$ cat src/rtl/cart_frame_sequencer.sv
// -----------------------------------------------------------------------------
// cart_frame_sequencer
//
// Steps the cartoonify pixel datapath (intensity -> edge detect -> mean
// average) through one 3x3 window at a time.
//
//   * A window is taken from the upstream window generator on in_valid/in_ready.
//   * Interior windows are registered onto pixelData, held for SETTLE cycles,
//     and then a single-cycle intensity_enable pulse starts the datapath.
//   * The sequencer waits for pixel_done. If it does not arrive in time, the
//     centre pixel is returned instead and timeout_err is raised.
//   * Border windows skip the datapath. Their centre pixel is returned as is.
//   * The result is offered downstream on out_valid/out_ready.
//
// Ports
//   clk, rst          : clock, asynchronous active-high reset
//   in_valid/in_ready : upstream window handshake
//   in_frame          : 3x3 window, row-major, top-left pixel in the MSBs
//   in_border         : window centre lies on an image edge (bypass)
//   pixelData         : window presented to the datapath
//   intensity_enable  : one-cycle datapath start pulse
//   pixel_done        : datapath result valid (level or pulse)
//   f_pixel           : datapath result
//   out_valid/out_ready/out_pixel : downstream result handshake
//   timeout_err       : sticky; set when pixel_done did not arrive in time
//   frame_count       : completed windows, wraps modulo 2^CNT_W
//   busy              : sequencer is not idle
// -----------------------------------------------------------------------------
module cart_frame_sequencer #(
  parameter int FRAME_W = 216,
  parameter int PIX_W   = 24,
  parameter int TIMEOUT = 15,
  parameter int SETTLE  = 1,
  parameter int CNT_W   = 16
) (
  input  logic               clk,
  input  logic               rst,
  input  logic               in_valid,
  output logic               in_ready,
  input  logic [FRAME_W-1:0] in_frame,
  input  logic               in_border,
  output logic [FRAME_W-1:0] pixelData,
  output logic               intensity_enable,
  input  logic               pixel_done,
  input  logic [PIX_W-1:0]   f_pixel,
  output logic               out_valid,
  input  logic               out_ready,
  output logic [PIX_W-1:0]   out_pixel,
  output logic               timeout_err,
  output logic [CNT_W-1:0]   frame_count,
  output logic               busy
);

  localparam logic [2:0] S_IDLE  = 3'd0;
  localparam logic [2:0] S_LOAD  = 3'd1;
  localparam logic [2:0] S_START = 3'd2;
  localparam logic [2:0] S_WAIT  = 3'd3;
  localparam logic [2:0] S_OUT   = 3'd4;

  localparam int         WCNT_W    = $clog2(TIMEOUT + 1);
  localparam logic [2:0] SETTLE_LD = 3'(SETTLE);
  // The START cycle counts as the first cycle of the timeout window. The
  // wait counter starts at 0 in the first WAIT cycle. Leaving WAIT when the
  // counter equals TIMEOUT-2 makes out_valid rise exactly TIMEOUT cycles
  // after the start pulse.
  localparam logic [WCNT_W-1:0] WAIT_LAST = WCNT_W'(TIMEOUT - 2);

  logic [2:0]        state;
  logic [2:0]        settle_cnt;
  logic [WCNT_W-1:0] wait_cnt;

  // Centre pixel (index 4 of 9) of a row-major window.
  function automatic logic [PIX_W-1:0] centre_pix(input logic [FRAME_W-1:0] win);
    return win[4*PIX_W +: PIX_W];
  endfunction

  // in_ready is held low while rst is asserted, so every output reads 0
  // during reset.
  assign in_ready         = (state == S_IDLE) && !rst;
  assign intensity_enable = (state == S_START);
  assign busy             = (state != S_IDLE);

  always_ff @(posedge clk or posedge rst) begin
    if (rst) begin
      state       <= S_IDLE;
      settle_cnt  <= '0;
      wait_cnt    <= '0;
      pixelData   <= '0;
      out_pixel   <= '0;
      out_valid   <= 1'b0;
      timeout_err <= 1'b0;
      frame_count <= '0;
    end else begin
      case (state)
        // ---- accept: capture window or bypass border centre ----
        S_IDLE: begin
          if (in_valid) begin
            if (in_border) begin
              out_pixel <= centre_pix(in_frame);
              out_valid <= 1'b1;
              state     <= S_OUT;
            end else begin
              pixelData  <= in_frame;
              settle_cnt <= SETTLE_LD;
              state      <= S_LOAD;
            end
          end
        end
        // ---- settle: pixelData held stable before the start pulse ----
        S_LOAD: begin
          settle_cnt <= settle_cnt - 1'b1;
          if (settle_cnt <= 3'd1) begin
            state <= S_START;
          end
        end
        // ---- start: one-cycle intensity_enable ----
        S_START: begin
          wait_cnt <= '0;
          state    <= S_WAIT;
        end
        // ---- wait: datapath result or timeout (pixel_done wins ties) ----
        S_WAIT: begin
          wait_cnt <= wait_cnt + 1'b1;
          if (pixel_done) begin
            out_pixel <= f_pixel;
            out_valid <= 1'b1;
            state     <= S_OUT;
          end else if (wait_cnt >= WAIT_LAST) begin
            out_pixel   <= centre_pix(pixelData);
            timeout_err <= 1'b1;
            out_valid   <= 1'b1;
            state       <= S_OUT;
          end
        end
        // ---- output: hold result until downstream accepts ----
        S_OUT: begin
          if (out_ready) begin
            frame_count <= frame_count + 1'b1;
            out_valid   <= 1'b0;
            state       <= S_IDLE;
          end
        end
        default: begin
          out_valid <= 1'b0;
          state     <= S_IDLE;
        end
      endcase
    end
  end

endmodule
$ cat config.mk
export PLATFORM = sky130hd
export DESIGN_NAME = cart_frame_sequencer
export DESIGN_NICKNAME = d
export VERILOG_FILES = /design/src/rtl/cart_frame_sequencer.sv
export SDC_FILE = /design/constraint.sdc
export NUM_CORES = 1
export LEC_CHECK = 0
export CORE_AREA = 3 3 196 198
export DETAILED_ROUTE_END_ITERATION = 6
export DIE_AREA = 0 0 199 201
export PLACE_DENSITY = 0.57
export SYNTH_ARGS = -nofsm -noshare
export SYNTH_HDL_FRONTEND = slang
export SYNTH_SLANG_ARGS = --single-unit
$ cat constraint.sdc
create_clock -name clk -period 19.1 [get_ports clk]
set_input_delay 2.865 -clock clk [delete_from_list [all_inputs] [get_ports clk]]
set_output_delay 2.865 -clock clk [all_outputs]
set_load 0.02 [all_outputs]
# After elaboration in Yosys (flattened, before gate mapping)
# Index checks and enable logic that the tools add are counted.
# op_classes
n_bitwise	3
eq_ne	10
order_cmp	2
addsub	3
mux	22
n_reduce_logical	15
# op_table
cell	count
two-way mux 24 bit	4
case mux 24 bit (2 select lines)	1
two-way mux 3 bit	8
adder 16 x 1 -> 16 bit, second input constant	1
case mux 3 bit (5 select lines)	1
!= test 2 bit, second input constant	5
AND reduction 3 bit	3
case mux 4 bit (2 select lines)	1
AND reduction 4 bit	2
== test 3 x 2 -> 1 bit, second input constant	2
case mux 3 bit (2 select lines)	1
nonzero test 2 bit	3
two-way mux 1 bit	5
AND reduction 5 bit	1
adder 4 x 1 -> 4 bit, second input constant	1
greater-or-equal comparator 4 bit, second input constant	1
case mux 1 bit (4 select lines)	1
== test 3 x 1 -> 1 bit, second input constant	1
== test 3 bit, second input constant	1
less-or-equal comparator 3 x 1 -> 1 bit, second input constant	1
logical NOT 3 bit	1
!= test 3 bit, second input constant	1
inverter 1 bit	3
nonzero test 3 bit	1
other kinds (5)	5
# totals
output_inout_bits	261
reg_bits	268
inputBits	246

# Logic depth before layout (Yosys ltp)
# depth
ltp_word	4
ltp_mapped	7
ltp_nobuf	6

# Worst setup path before layout
# OpenSTA, ideal clock, no wires.
# synth_path
kind	input -> output
from	in rst
to	out in_ready
path_slack_ns	13.077
arrival_ns	3.158
t_required_ns	16.235
stages	1
path_buffers	0
path_cell_list	nor2_1
# synth_via
elab_chain_cells	2
# synth_rtl
element	line	source
start, declared	37	input logic rst,
logical NOT 1 bit (no source line)	-	
logical AND 1 bit	79	assign in_ready = (state == S_IDLE) && !rst;
end, declared	39	output logic in_ready,
# Every way passes these cells.

# Worst setup path in the final report
# Same ends and word-level chain as after synthesis.

==> out/results.ini <==
[hold_path]
hp-class=register to register
min_path_cells=1
min_to=frame_count[15]$_DFFE_PP0P_
min_from=frame_count[15]$_DFFE_PP0P_

[clocking]
cts_hold_buf=0
postCtsSetupRepairBufs=0
cts_buffer_depth=3
clock_sinks=268
clk_latency_ns=0.52
clkTransAtPathRegs_ns=0.05
cts_max_level=2
cts_resized=0
cts_buffers=34
cts_tree=done
clock-root-buffer=clkbuf_16

[final_layout]
nets=1493
fin_util=0.475
area_growth_pct=60.2
postLayoutCellArea_um2=17400
n_fill_cell=3312
n_antenna_cell=0
drive_gt1_frac=0.242

[pwr]
ir_drop_mv=0.0878
comb_power_share=0.474
pwr-share-seq=0.329
p_leak_uw=0.00741
p_int_uw=1970
power_density_nw_per_um2=175
switchingPower_uw=1080
p_clk_frac=0.197
switching_share=0.355

[logic_synthesis]
ys_top_cells_by_area=dfrtp_1 (62%), mux2_2 (23%), mux2_4 (2.5%)
syn_avg_cell_area_um2=14.9
synth_compound_area_frac=0.0251
synth-edff-count=0
ys_warn_count=0
yosysTopAreaCell=dfrtp_1
yosysSeqAreaShare=0.617
ys_types=43
synth_top_area_share=0.617
yosys.area_share.simple=0.0408
syn-cell-area_um2=10900
ys_seq_elements=268
yosysMostFrequentCell=dfrtp_1
synth_fa_ha_area_frac=0.00690
synth_top_family_by_area=multiplexers
syn_nets=981
syn_inst=729
synth.cells.most_frequent=dfrtp_1 (268), mux2_2 (222), nand2_1 (46)
synth_mux_area_frac=0.279
yosys.area_share.xor_xnor=0.0121
ys_async_sr_fraction=1.00
yosys_most_used_dff=dfrtp_1

[sta]
setup_viol=0
max_freq_mhz=143
period_needed_ns=6.99
rsz0062_at_grt=no
slew_viol_final=0
fin_skew_ns=0.0165
worst_pin_slew_ns=0.972
finalSetupTns_ns=0
hold_viol=0
slew_headroom=0.352
fin_crit_sh=0.366

[routing]
wirelength_um=34700
post_drt_wl_per_cell_um=20.1
dr.pass1.iters=4
antenna_left=0
drc=0
post_drt_via_cell_ratio=4.52
route.vias.total=7803
drtIter0Drc=245

[grt]
grt_max_degree=76
grt_pass1_wl_um=52000
antenna_found_initial=1
grt_usage=0.171
grt_pass1_vias=8489
gr-total-overflow=0

[setup_path]
crit_path_max_fanout=2
critPathArrivalTime_ns=4.13
worstPathRequired_ns=16.23
path_class=primary input to output pin
cp-start-kind=primary input
end_kind=output pin
rr_startpoint=state[0]$_DFFE_PP0P_
reg2reg_slack_ns=15.58
r2r_cells=5
worstReg2RegEnd=pixelData[139]$_DFFE_PP0P_

[floorplanning]
core_area_um2=36700
die_y_um=201
die_w_um=199
pin_count=507
start_util=0.296
rows=70
dieArea_um2=40000

[place]
hpwl_um=25600
place_area_um2=16400
gp_congestion=0.742
io_buffer_count=506

[outcome]
outcome=finished clean

[flow_run]
max-cap-violations=0

[critical path, stage by stage]
cell and delay [ns]:
clkdlybuf4s50_1 0.51, nor2_1 0.14, clkdlybuf4s50_1 0.61
[kinds of logic after synthesis]
group                    Yosys count
buffers and inverters             44
adder cells (fa/ha/maj)            6
flip-flops                       268
AND/OR/NAND/NOR                   83
XOR/XNOR                          15
AO/OA/AOI/OAI                     47
multiplexers                     266
[worst max path at each step]
stage | start | to
floorplan | rst | frame_count[0]$_DFFE_PP0P_
global route | rst | in_ready
detailed placement | rst | in_ready
finish | rst | in_ready
global placement | rst | in_ready
CTS | rst | in_ready
[sequential cells by signal, summed over array words and instances, names as in the netlist]
signal / flops
pixelData: 216
out_pixel: 24
frame_count: 16
wait_cnt: 4
settle_cnt: 3
state: 3
out_valid: 1
timeout_err: 1
[layout make-up]
cell class	count	area [um2]	area share
sequential	268	6710	0.385
timing repair buffer	512	5100	0.293
multi-input combinational	417	3960	0.227
clock buffer	46	957	0.0549
tap	468	586	0.0336
clock inverter	7	66.3	0.00381
inverter	8	37.5	0.00215
[layer usage]
layer	vias up	GRT usage	routed length, um
li1	3586	-	-
met4	2	0.0535	772
met3	49	0.0650	3030
met5	-	0	13
met2	269	0.304	18000
met1	3897	0.188	12900
[layout by cell type (no fill, tap or decap), types with 5 or more instances in the layout]
cell type        instances
inv_1                    7
nor2_1                   9
clkbuf_1                 7
dfrtp_1                268
clkbuf_16               35
mux2i_1                 26
mux2_4                  18
mux2_2                 222
clkdlybuf4s50_1        505
ha_1                     6
o21ai_0                 33
buf_4                    6
xnor2_1                 12
nand3_1                  5
nand2_1                 46
[power by group through the flow]
| stage | Clock (uW) | Combinational, uW | Sequential [uW] |
|---|---|---|---|
| final | 601 | 1440 | 1000 |
| after global routing | 646 | 1520 | 1040 |
| after CTS | 628 | 1470 | 1010 |
| after detailed placement | 0 | 1460 | 1010 |
| after global placement | 0 | 1460 | 1000 |
| after floorplan | 0 | 408 | 1320 |
[stage by stage]
step	power [uW]	hold slack, ns	instances	setup slack, ns
floorplan	1730	0.472	729	8.85
detailed placement	2470	0.473	1673	12.09
global placement	2460	0.469	1673	12.11
finish	3050	0.469	1726	12.11
global route	3210	0.501	1726	12.04
CTS	3100	0.481	1726	12.09
Note: power is estimated with default switching activity, not from simulation.
